$ cat config.mk
export PLATFORM = sky130hd
export DESIGN_NAME = palette_bank_ram
export DESIGN_NICKNAME = d
export VERILOG_FILES = /design/src/rtl/palette_pkg.sv /design/src/rtl/palette_fade_ctrl.sv /design/src/rtl/palette_bank_ram.sv
export SDC_FILE = /design/constraint.sdc
export NUM_CORES = 1
export LEC_CHECK = 0
export ABC_AREA = 1
export ABC_CLOCK_PERIOD_IN_PS = 2600
export BUFFER_PORTS_ARGS = -buffer_cell sky130_fd_sc_hd__buf_2
export CORE_UTILIZATION = 35
export CTS_BUF_LIST = sky130_fd_sc_hd__clkbuf_8
export CTS_CLUSTER_DIAMETER = 150
export DETAILED_ROUTE_END_ITERATION = 16
export GPL_ROUTABILITY_DRIVEN = 0
export GPL_TIMING_DRIVEN = 0
export SETUP_SLACK_MARGIN = 0.5
export SLEW_MARGIN = 20
export SYNTH_ARGS = -nofsm -noshare
export SYNTH_HDL_FRONTEND = slang
export SYNTH_SLANG_ARGS = --single-unit
$ cat constraint.sdc
create_clock -name clk_i -period 2.6 [get_ports clk_i]
set_input_delay 0.26 -clock clk_i [delete_from_list [all_inputs] [get_ports clk_i]]
set_output_delay 0.26 -clock clk_i [all_outputs]
set_load 0.01 [all_outputs]
$ cat src/rtl/palette_pkg.sv
// Shared types and default parameters for the multi-bank colour palette.
// The optional fade stage is enabled with the PALETTE_FADE_EN macro.
package palette_pkg;

    localparam int NUM_BANKS_DEF = 4;
    localparam int IDX_W_DEF     = 3;
    localparam int COLOR_W_DEF   = 4;
    localparam int KEY_IDX_DEF   = 0;
    localparam int FADE_DIV_DEF  = 833333;

    typedef struct packed {
        logic [COLOR_W_DEF-1:0] r;
        logic [COLOR_W_DEF-1:0] g;
        logic [COLOR_W_DEF-1:0] b;
    } rgb_t;

    typedef enum logic {
        INIT,
        RUN
    } pal_state_e;

    typedef enum logic {
        FADE_IDLE,
        FADE_ACTIVE
    } fade_state_e;

    // Bank-select width; a single bank still gets a 1-bit select port.
    function automatic int bank_w(input int n);
        return (n > 1) ? $clog2(n) : 1;
    endfunction

endpackage

$ cat src/rtl/palette_fade_ctrl.sv
// Fade level/prescaler FSM plus per-channel scaler forming the output stage.
// Instantiated by palette_bank_ram only when PALETTE_FADE_EN is defined.
module palette_fade_ctrl
    import palette_pkg::*;
#(
    parameter int COLOR_W  = COLOR_W_DEF,
    parameter int FADE_DIV = FADE_DIV_DEF
)(
    input  logic                 clk_i,
    input  logic                 reset_i,
    input  logic                 fade_start_i,
    input  logic                 fade_dir_i,
    output logic                 fade_busy_o,
    input  logic                 in_valid_i,
    input  logic [3*COLOR_W-1:0] in_rgb_i,
    input  logic                 in_transparent_i,
    output logic                 out_valid_o,
    output logic [3*COLOR_W-1:0] out_rgb_o,
    output logic                 out_transparent_o
);

    localparam int PW = (FADE_DIV > 1) ? $clog2(FADE_DIV) : 1;

    fade_state_e          state_q, state_d;
    logic [3:0]           level_q, level_d;
    logic                 dir_q, dir_d;
    logic [PW-1:0]        presc_q, presc_d;
    logic [4:0]           lvl_p1;
    logic [COLOR_W+3:0]   prod [3];
    logic [3*COLOR_W-1:0] scaled;
    logic                 out_valid_q;
    logic [3*COLOR_W-1:0] out_rgb_q;
    logic                 out_transp_q;

    always_ff @(posedge clk_i) begin
        if (reset_i) begin
            state_q <= FADE_IDLE;
            level_q <= 4'd15;
            dir_q   <= 1'b0;
            presc_q <= '0;
        end else begin
            state_q <= state_d;
            level_q <= level_d;
            dir_q   <= dir_d;
            presc_q <= presc_d;
        end
    end

    always_comb begin
        state_d = state_q;
        level_d = level_q;
        dir_d   = dir_q;
        presc_d = presc_q;
        case (state_q)
            FADE_ACTIVE: begin
                if (presc_q == PW'(FADE_DIV - 1)) begin
                    presc_d = '0;
                    level_d = dir_q ? (level_q - 4'd1) : (level_q + 4'd1);
                    if (level_d == (dir_q ? 4'd0 : 4'd15)) begin
                        state_d = FADE_IDLE;
                    end
                end else begin
                    presc_d = presc_q + PW'(1);
                end
            end
            default: ;
        endcase
        // A new start always wins: direction reloads and the prescaler restarts.
        if (fade_start_i) begin
            dir_d   = fade_dir_i;
            presc_d = '0;
            level_d = level_q;
            state_d = (fade_dir_i ? (level_q != 4'd0) : (level_q != 4'd15))
                      ? FADE_ACTIVE : FADE_IDLE;
        end
    end

    assign fade_busy_o = (state_q == FADE_ACTIVE);
    assign lvl_p1      = {1'b0, level_q} + 5'd1;

    genvar gi;
    generate
        for (gi = 0; gi < 3; gi++) begin : g_scale
            assign prod[gi] = (COLOR_W+4)'(in_rgb_i[gi*COLOR_W +: COLOR_W])
                            * (COLOR_W+4)'(lvl_p1);
            assign scaled[gi*COLOR_W +: COLOR_W] = COLOR_W'(prod[gi] >> 4);
        end
    endgenerate

    always_ff @(posedge clk_i) begin
        if (reset_i) begin
            out_valid_q  <= 1'b0;
            out_rgb_q    <= '0;
            out_transp_q <= 1'b0;
        end else begin
            out_valid_q <= in_valid_i;
            if (in_valid_i) begin
                out_rgb_q    <= scaled;
                out_transp_q <= in_transparent_i;
            end
        end
    end

    assign out_valid_o       = out_valid_q;
    assign out_rgb_o         = out_rgb_q;
    assign out_transparent_o = out_transp_q;

endmodule

$ cat src/rtl/palette_bank_ram.sv
// Runtime-writable multi-bank RGB palette with colour-key flag and post-reset clear.
// Define PALETTE_FADE_EN to add the fade output stage (latency 3 instead of 2).
module palette_bank_ram
    import palette_pkg::*;
#(
    parameter int NUM_BANKS = NUM_BANKS_DEF,
    parameter int IDX_W     = IDX_W_DEF,
    parameter int COLOR_W   = COLOR_W_DEF,
    parameter int KEY_IDX   = KEY_IDX_DEF,
`ifdef PALETTE_FADE_EN
    parameter int FADE_DIV  = FADE_DIV_DEF,
`endif
    localparam int BW       = bank_w(NUM_BANKS)
)(
    input  logic                 clk_i,
    input  logic                 reset_i,
    input  logic                 rd_valid_i,
    input  logic [BW-1:0]        rd_bank_i,
    input  logic [IDX_W-1:0]     rd_index_i,
    output logic                 out_valid_o,
    output logic [COLOR_W-1:0]   red_o,
    output logic [COLOR_W-1:0]   green_o,
    output logic [COLOR_W-1:0]   blue_o,
    output logic                 out_transparent_o,
    input  logic                 wr_valid_i,
    output logic                 wr_ready_o,
    input  logic [BW-1:0]        wr_bank_i,
    input  logic [IDX_W-1:0]     wr_index_i,
    input  logic [3*COLOR_W-1:0] wr_rgb_i,
`ifdef PALETTE_FADE_EN
    input  logic                 fade_start_i,
    input  logic                 fade_dir_i,
    output logic                 fade_busy_o,
`endif
    output logic                 init_done_o
);

    localparam int ENTRIES = 2 ** IDX_W;
    localparam int DEPTH   = NUM_BANKS * ENTRIES;
    localparam int AW      = BW + IDX_W;

    pal_state_e           state_q, state_d;
    logic [AW-1:0]        clr_addr_q, clr_addr_d;
    logic                 mem_we;
    logic [AW-1:0]        mem_waddr;
    logic [3*COLOR_W-1:0] mem_wdata;
    logic [AW-1:0]        rd_addr;
    logic                 rd_bank_ok, wr_bank_ok;

    logic [3*COLOR_W-1:0] mem_q [DEPTH];
    logic [3*COLOR_W-1:0] rd_data_q;

    logic                 s1_valid_q, s1_zero_q, s1_transp_q;
    logic                 s1_zero_d, s1_transp_d;
    logic                 valid2_q, transp2_q;
    logic [3*COLOR_W-1:0] pix2_q;
    logic [3*COLOR_W-1:0] out_rgb;

    // Banks beyond NUM_BANKS only exist when the count is not a power of two.
    generate
        if (NUM_BANKS == (1 << BW)) begin : g_bank_pow2
            assign rd_bank_ok = 1'b1;
            assign wr_bank_ok = 1'b1;
        end else begin : g_bank_range
            assign rd_bank_ok = (rd_bank_i < BW'(NUM_BANKS));
            assign wr_bank_ok = (wr_bank_i < BW'(NUM_BANKS));
        end
    endgenerate

    assign rd_addr = {rd_bank_i, rd_index_i};

    always_ff @(posedge clk_i) begin
        if (reset_i) begin
            state_q    <= INIT;
            clr_addr_q <= '0;
        end else begin
            state_q    <= state_d;
            clr_addr_q <= clr_addr_d;
        end
    end

    // The single write port is owned by the clear sweep in INIT and by the user in RUN.
    always_comb begin
        state_d    = state_q;
        clr_addr_d = clr_addr_q;
        mem_we     = 1'b0;
        mem_waddr  = {wr_bank_i, wr_index_i};
        mem_wdata  = wr_rgb_i;
        case (state_q)
            INIT: begin
                mem_we    = 1'b1;
                mem_waddr = clr_addr_q;
                mem_wdata = '0;
                if (clr_addr_q == AW'(DEPTH - 1)) begin
                    state_d    = RUN;
                    clr_addr_d = '0;
                end else begin
                    clr_addr_d = clr_addr_q + AW'(1);
                end
            end
            RUN: begin
                mem_we = wr_valid_i & wr_bank_ok;
            end
            default: state_d = INIT;
        endcase
    end

    assign init_done_o = (state_q == RUN);
    assign wr_ready_o  = (state_q == RUN);

    // Read and write in one process gives read-before-write on a shared address.
    always_ff @(posedge clk_i) begin
        if (mem_we) begin
            mem_q[mem_waddr] <= mem_wdata;
        end
        rd_data_q <= mem_q[rd_addr];
    end

    assign s1_zero_d   = (state_q == INIT) || !rd_bank_ok;
    assign s1_transp_d = s1_zero_d || (rd_index_i == IDX_W'(KEY_IDX));

    always_ff @(posedge clk_i) begin
        if (reset_i) begin
            s1_valid_q  <= 1'b0;
            s1_zero_q   <= 1'b0;
            s1_transp_q <= 1'b0;
        end else begin
            s1_valid_q  <= rd_valid_i;
            s1_zero_q   <= s1_zero_d;
            s1_transp_q <= s1_transp_d;
        end
    end

    always_ff @(posedge clk_i) begin
        if (reset_i) begin
            valid2_q  <= 1'b0;
            pix2_q    <= '0;
            transp2_q <= 1'b0;
        end else begin
            valid2_q <= s1_valid_q;
            if (s1_valid_q) begin
                pix2_q    <= s1_zero_q ? '0 : rd_data_q;
                transp2_q <= s1_transp_q;
            end
        end
    end

`ifdef PALETTE_FADE_EN
    palette_fade_ctrl #(
        .COLOR_W  (COLOR_W),
        .FADE_DIV (FADE_DIV)
    ) u_fade (
        .clk_i             (clk_i),
        .reset_i           (reset_i),
        .fade_start_i      (fade_start_i),
        .fade_dir_i        (fade_dir_i),
        .fade_busy_o       (fade_busy_o),
        .in_valid_i        (valid2_q),
        .in_rgb_i          (pix2_q),
        .in_transparent_i  (transp2_q),
        .out_valid_o       (out_valid_o),
        .out_rgb_o         (out_rgb),
        .out_transparent_o (out_transparent_o)
    );
`else
    assign out_valid_o       = valid2_q;
    assign out_rgb           = pix2_q;
    assign out_transparent_o = transp2_q;
`endif

    assign red_o   = out_rgb[3*COLOR_W-1 -: COLOR_W];
    assign green_o = out_rgb[2*COLOR_W-1 -: COLOR_W];
    assign blue_o  = out_rgb[COLOR_W-1   -: COLOR_W];

endmodule

# Word level (Yosys, flattened, before mapping)
# Memory sizes are Yosys's and may differ from the RTL's. A register that Yosys moved wholly into a read port is not among the register bits.
# Index checks and enable logic that the tools add are counted.
word_totals:
  input_bits: 26
  wordCells: 23
  ram_bits: 384
  mem_count: 1
  reg_bits: 23
  out_inout_bits: 16
classes:
  mux: 9
  n_eq_ne: 1
  n_reduce_logical: 2
  bitwise: 1
  addsub: 1
memory_table:
  columns: ["memory", "depth", "word_bits", "rd", "rd_ports_with_merged_regs", "wr", "line_no", "rtl"]
  rows:
  - ["mem_q", 32, 12, 1, 1, 1, "palette_bank_ram.sv:50", "logic [3*COLOR_W-1:0] mem_q [DEPTH];"]
ops:
  columns: ["cell", "n"]
  rows:
  - ["12-bit two-way mux", 2]
  - ["5-bit two-way mux", 2]
  - ["5-bit by 1-bit adder with 5-bit output, second input constant", 1]
  - ["5-bit == test, second input constant", 1]
  - ["1-bit two-way mux", 4]
  - ["3-bit logical NOT", 1]
  - ["1-bit one-hot mux with 2 select lines", 1]
  - ["1-bit logical OR", 1]
  - ["1-bit inverter", 1]

# Longest topological paths before layout
# Gate-level depths: netlist of run 1.
depth:
  depth_word: 4
  ltp_mapped: 11

# Worst setup path after synthesis of run 1
# Ideal clock, no wire load.
synth_timing:
  path_kind: "reg-to-reg"
  start: "register state_q, in the netlist init_done_o"
  end: "memory mem_q[2][0] in the netlist's numbering (enable)"
  slack_ns: 0.416
  t_arrival_ns: 1.804
  period_less_slack_ns: 2.184
  path_stages_with_launch: 9
  path_cell_list: "dfxtp_1 > inv_2 > buf_6 > or2_1 > o21ai_2 > inv_2 > nor2_1 > nand2_1 > nor2_1"
synth_between:
  elab_chain_len: 4
  elab_cells_between_ends: 5
  cone_classes: "mux: 4; bitwise: 1"
synth_rtl:
  columns: ["item", "line_no", "rtl"]
  rows:
  - ["start: declaration", "palette_bank_ram.sv:42", "pal_state_e state_q, state_d;"]
  - ["start signal: assignment", "palette_bank_ram.sv:77", "state_q <= state_d;"]
  - ["1-bit inverter", null, null]
  - ["1-bit one-hot mux with 2 select lines", "palette_bank_ram.sv:89", "case (state_q)"]
  - ["1-bit two-way mux", "palette_bank_ram.sv:113", "if (mem_we) begin"]
  - ["1-bit two-way mux (implied by the code)", "palette_bank_ram.sv:114", "mem_q[mem_waddr] <= mem_wdata;"]
  - ["end: declaration", "palette_bank_ram.sv:50", null]
# Several ways; a longest one is shown, not always the timed one.

# Worst setup path after layout of run 1
layout_timing:
  start: "register state_q, in the netlist init_done_o"
  end: "memory mem_q[15][11] in the netlist's numbering (enable)"
# The elaborated chain is that of the path after synthesis.

==> results of run 1 <==
==> state kept, by name (all words and copies together) (netlist names) <==
signal	count
clr_addr_q	5
init_done_o	1
mem_q	384
out_rgb	12
out_transparent_o	1
out_valid_o	1
rd_data_q	12
s1_transp_q	1
s1_valid_q	1
s1_zero_q	1
==> what timing repair did <==
| item | 4_1_cts | 5_1_grt |
|---|---|---|
| resized for setup | 58 | 27 |
| buffers inserted | 43 | 9 |
| endpoints found under the setup margin | 660 | 400 |
| hold endpoints to repair | 3 | 0 |
| cloned | 1 | 0 |
| pin swaps | 31 | 4 |
| hold buffers | 2 | 0 |
==> routing by layer <==
layer  vias up  global-route usage (%)  share of wire, %
met2       539                   31.90                47
met4         4                   8.146               3.7
met5         -                       0             0.039
met3       137                   3.623               8.0
met1      6201                   26.21                41
li1       6190                       -                 -
==> metrics by stage <==
step | instances | util [%] | TNS (ps)
finish | 2731 | 42.88 | 0
CTS | 2722 | 42.41 | 0
global route | 2731 | 42.88 | 0
floorplan | 1838 | - | 0
global placement | 2547 | 37.87 | -124710
detailed placement | 2549 | 37.98 | -59830
==> critical path: stages, from the launching register on <==
cell     delay, ps
dfxtp_4        410
inv_2           50
buf_6          130
or2_2          280
o21ai_2        260
inv_2          260
nand2_4        230
nor2_4          70
buf_12         140
==> cell type report <==
class	count	area [um^2]
clock inverter	47	219.0
timing repair buffer	93	1035
multi-input combinational	1012	4653
clock buffer	80	1101
fill	4678	28890
timing repair inverter	1	7.507
sequential	419	12240
tap	672	840.8
buffer	88	387.9
inverter	319	1209
==> synthesized netlist by cell type (all sizes together) <==
library cell    n  area (um^2)
o21ai          20        111.4
dfxtp          35        700.7
nor3            6        30.03
clkbuf         36        135.1
or2            41        256.5
nand3         233         1176
nor2           59        221.5
edfxtp        384        11530
a31oi           1        6.260
ha              2        25.02
a21oi          16        83.83
inv           319         1197
nand2         634         2380
buf            52        251.5
==> logic make-up after synthesis <==
group / after synthesis / synth area share, %
AO/OA/AOI/OAI: 37 / 1.113
adder cells (fa/ha/maj): 2 / 0.1382
buffers and inverters: 407 / 8.749
flip-flops: 419 / 67.56
AND/OR/NAND/NOR: 973 / 22.44
==> where the power goes <==
| group | internal [uW] | switching [uW] | total, uW | leakage, uW |
|---|---|---|---|---|
| clock | 2910 | 2620 | 5520 | 0.000779 |
| sequential | 7360 | 31.2 | 7390 | 0.00366 |
| combinational | 300 | 703 | 1000 | 0.00508 |
==> path summary, 6_finish.rpt <==
check | startpoint | to | cells past startpoint
setup reg to reg | init_done_o | mem_q[15][11] | 8
setup / recovery | init_done_o | mem_q[15][11] | 8
hold reg to reg | rd_data_q[4] | out_rgb[4] | 2
hold / removal | reset_i | out_rgb[2] | 2
==> impl_metrics.ini, run 1 <==
[placed_design]
place_ws_ps = -452.4
portBuffers = 37
hpwlAfterDp_mm = 33.34
dpl_cell_area_um2 = 19210

[yosys]
netlist_instances = 1838
synth_seq_area_share_pct = 67.56
yosysUniqueCellTypes = 23
avgSynthCellArea_um2 = 9.851
syn_nets = 1866
synth_area_um2 = 18110
ys_warn_count = 0
ys_seq_elements = 419

[clock_network]
cts_tree = built
clkTransAtPathRegs_ps = 50
clk_path_buf_depth = 3
cts_root_buf = clkbuf_8
htree_num_levels = 3
clock-sinks = 419
clk_latency_ps = 620
cts_made_buffers = 71

[routing]
antenna_left = 0
drt_wl_total_mm = 51.73
wl_per_cell_um = 18.94
drt-initial-drc-count = 1535
drc = 0
vias = 13070
vias_per_cell = 4.786
dr.pass1.iters = 6

[sta]
period_needed_ps = 2075
slew_viol_final = 0
max_slew_margin_pct = 47.81
fmax_ghz = 0.4819
timing.hold.ws_ps = 87.52
setup_ws_ps = 525.0
worst_clock_skew_ps = 27.92
hold_viol_final = 0
period_share_pct = 79.81
rsz0062_at_grt = false
setup_viol = 0
tightest_slew_ps = 781.8

[worst_setup_path]
worst_setup_path_end_kind = flip-flop
cp.arrival_ps = 2440
rrSetupSlack_ps = 520
worst-setup-path-type = reg2reg
crit_fanout = 10
start_kind = flip-flop
cp_data_required_time_ps = 2960

[die]
core_um2 = 50580
die-height_um = 229.4
dieArea_um2 = 52650
die_w_um = 229.4
start_util_pct = 35.80
ios = 42
fp-row-count = 82

[layout]
finalNetCount = 2033
syn2layout_area_growth_pct = 19.78
antenna_cells = 0
mostFrequentLayoutCells = 626 x nand2_1, 384 x edfxtp_1, 328 x inv_1, 229 x nand3_1, 80 x clkbuf_8
layout_commonest_cell = nand2_1
layout-drive-gt1-share_pct = 15.83
final_area_um2 = 21690

[grt]
globalRouteOverflowTotal = 0
grt_max_degree = 33
grt_pass1_wl_mm = 77.04
antenna_found_initial = 3
grt_pass1_vias = 12460
grtUsageTotal_pct = 19.79

[power_and_ir_drop]
powerDensity_nw_per_um2 = 641.8
ir_drop_uv = 316.6
leakage_uw = 0.009528
p_total_uw = 13920

[hold_path]
hold_path_class = in2reg

[status]
status = finished, final reports clean

[flow_run]
cap_violations = 0
No activity file was read; power rests on OpenSTA's default activity.
==> inputs of run 2 (changes only) <==
--- a/config.mk
+++ b/config.mk
@@ -6,7 +6,7 @@
 export NUM_CORES = 1
 export LEC_CHECK = 0
 export ABC_AREA = 1
-export ABC_CLOCK_PERIOD_IN_PS = 2600
+export ABC_CLOCK_PERIOD_IN_PS = 1830
 export BUFFER_PORTS_ARGS = -buffer_cell sky130_fd_sc_hd__buf_2
 export CORE_UTILIZATION = 35
 export CTS_BUF_LIST = sky130_fd_sc_hd__clkbuf_8
==> constraint.sdc (replaced) <==
create_clock -name clk_i -period 1.83 [get_ports clk_i]
set_input_delay 0.183 -clock clk_i [delete_from_list [all_inputs] [get_ports clk_i]]
set_output_delay 0.183 -clock clk_i [all_outputs]
set_load 0.01 [all_outputs]
==> run 2 against run 1 <==
Largest power group unchanged. Sequential share of layout area is 2.0 points lower. Sequential power is 42% higher. The run now ends with negative setup slack left. Largest cell class unchanged. Via count is 1.7% higher. Setup slack worse by 710 ps. Clock power is 34% higher. Non-clock buffer count is 35 higher. Global-route usage is 1.3 points higher.
==> impl_metrics.ini, run 2 (same netlist as run 1, synthesis figures left out) <==
[worst_setup_path]
crit_path_top_delay_cell = dfxtp_4
slowest_delay_ps = 370
cp_data_required_time_ps = 2140
crit_chain = inv_4 > buf_6 > or2_4 > o21ai_4 > inv_2 > buf_6 > nor2_4 > buf_6 > nand2_8 > nor2_4 > clkbuf_16
worst_setup_path_end_kind = flip-flop
cp.arrival_ps = 2330
worst-setup-path-type = reg2reg
cpMostUsedCell = buf_6
start_kind = flip-flop
crit_fanout = 6

[power_and_ir_drop]
powerDensity_nw_per_um2 = 865.2
leakage_uw = 0.009784
switching_share_pct = 24.07
p_switching_uw = 4679
ir_drop_uv = 465.2
p_clk_share_pct = 38.1
power_frac_seq_pct = 54.0
p_int_uw = 14760
pwr-share-comb_pct = 7.9

[sta]
fmax_ghz = 0.4967
period_needed_ps = 2013
worst_clock_skew_ps = 24.10
rsz0062_at_grt = true
max_slew_margin_pct = 44.88
hold_viol_final = 0
setup_viol = 366
slew_viol_final = 0
timing.hold.ws_ps = 70.90
tightest_slew_ps = 826.8
setup_ws_ps = -183.2
period_share_pct = 110.0

[layout]
largest-register = mem_q
layout_commonest_cell = nand2_1
mostFrequentLayoutCells = 620 x nand2_1, 384 x edfxtp_1, 327 x inv_1, 229 x nand3_1, 73 x clkbuf_8
largest_reg_flops = 384
layout-drive-gt1-share_pct = 17.46
final_area_um2 = 22470
finalNetCount = 2072
final_cells = 2764
syn2layout_area_growth_pct = 24.08

[clock_network]
clock-sinks = 419
cts_tree = built
clk_path_buf_depth = 3
htree_num_levels = 3
clk_latency_ps = 610
cts_made_buffers = 71
clkTransAtPathRegs_ps = 60
cts_root_buf = clkbuf_8

[routing]
wl_per_cell_um = 19.83
drt_wl_total_mm = 54.80
dr.max_layer_used = met4
dr.pass1.iters = 6
wl_met2_mm = 24.84
drc = 0
wl_met3_mm = 4.881
drt-initial-drc-count = 1354
vias = 13290
wl_met1_mm = 22.16
vias_per_cell = 4.809
antenna_left = 0

[grt]
globalRouteOverflowTotal = 0
grt_pass1_wl_mm = 81.61
grtUsageTotal_pct = 21.14
antenna_found_initial = 4
grt_pass1_vias = 13120
grt_max_degree = 33

[placed_design]
portBuffers = 37
hpwlAfterDp_mm = 33.20
dpl_cell_area_um2 = 19470
dp_cells = 2547

[die]
ios = 42
die-height_um = 229.4
core_um2 = 50580
fp-row-count = 82
dieArea_um2 = 52650
start_util_pct = 35.80
die_w_um = 229.4

[status]
violations = negative setup slack
status = finished with violations

[hold_path]
hold_path_class = in2reg

[flow_run]
cap_violations = 0
## run 2: layer usage
| layer | global-route usage (%) | vias to the layer above |
|---|---|---|
| met5 | 0 | - |
| met4 | 11.69 | 0 |
| met3 | 4.407 | 170 |
| met2 | 33.35 | 581 |
| met1 | 27.09 | 6273 |
| li1 | - | 6267 |
## run 2: metrics by stage
stage	worst slack, ps	setup TNS (ps)	power (uW)	utilization, %
2_1_floorplan	15.61	0	11500	-
3_3_place_gp	-852.8	-332720	11960	38.49
3_5_place_dp	-623.6	-214310	11980	38.49
4_1_cts	-84.34	-9487	19500	44.17
5_1_grt	-225.8	-50050	20100	44.42
6_report	-183.2	-31530	19440	44.42
## run 2: layout make-up
cell class	instances	area, um^2
fillers	4675	28110
flip-flops and latches	419	12240
multi-input cells	1012	4825
repair buffers	128	1603
inverters	319	1286
clock buffers	73	1005
well taps	672	840.8
plain buffers	88	409.1
clock inverters	47	207.7
repair inverters	5	52.55
diodes	1	2.502
## run 2: timing repair
| item | 4_1_cts | 5_1_grt |
|---|---|---|
| setup endpoints to repair | 787 | 775 |
| buffers inserted | 77 | 6 |
| endpoints found under the hold margin | 10 | 0 |
| gates resized for setup | 98 | 8 |
| hold buffers | 3 | 0 |
| cloned | 9 | 1 |
| pin swaps | 39 | 15 |
## run 2: power groups by stage
stage | sequential, uW | clock, uW | combinational [uW]
2_1_floorplan | 10700 | 0 | 801
3_3_place_gp | 10700 | 0 | 1270
3_5_place_dp | 10700 | 0 | 1280
4_1_cts | 10500 | 7530 | 1470
5_1_grt | 10500 | 7950 | 1640
6_report | 10500 | 7400 | 1530
## run 2: critical path: cells and delay by family, from the launching register on
kind,cells,cell delay (ps)
buffers and inverters,6,680
AOI/OAI and AO/OA,1,90
and+or+nand+nor,4,580
DFF,1,370
## run 2: worst paths after layout
check | depth (start not counted) | to | from | slack (ps)
max | 11 | mem_q[5][5] | init_done_o | -180
min | 3 | mem_q[22][7] | wr_rgb_i[7] | 70
max reg2reg | 11 | mem_q[5][5] | init_done_o | -180
min reg2reg | 2 | out_rgb[7] | rd_data_q[7] | 440
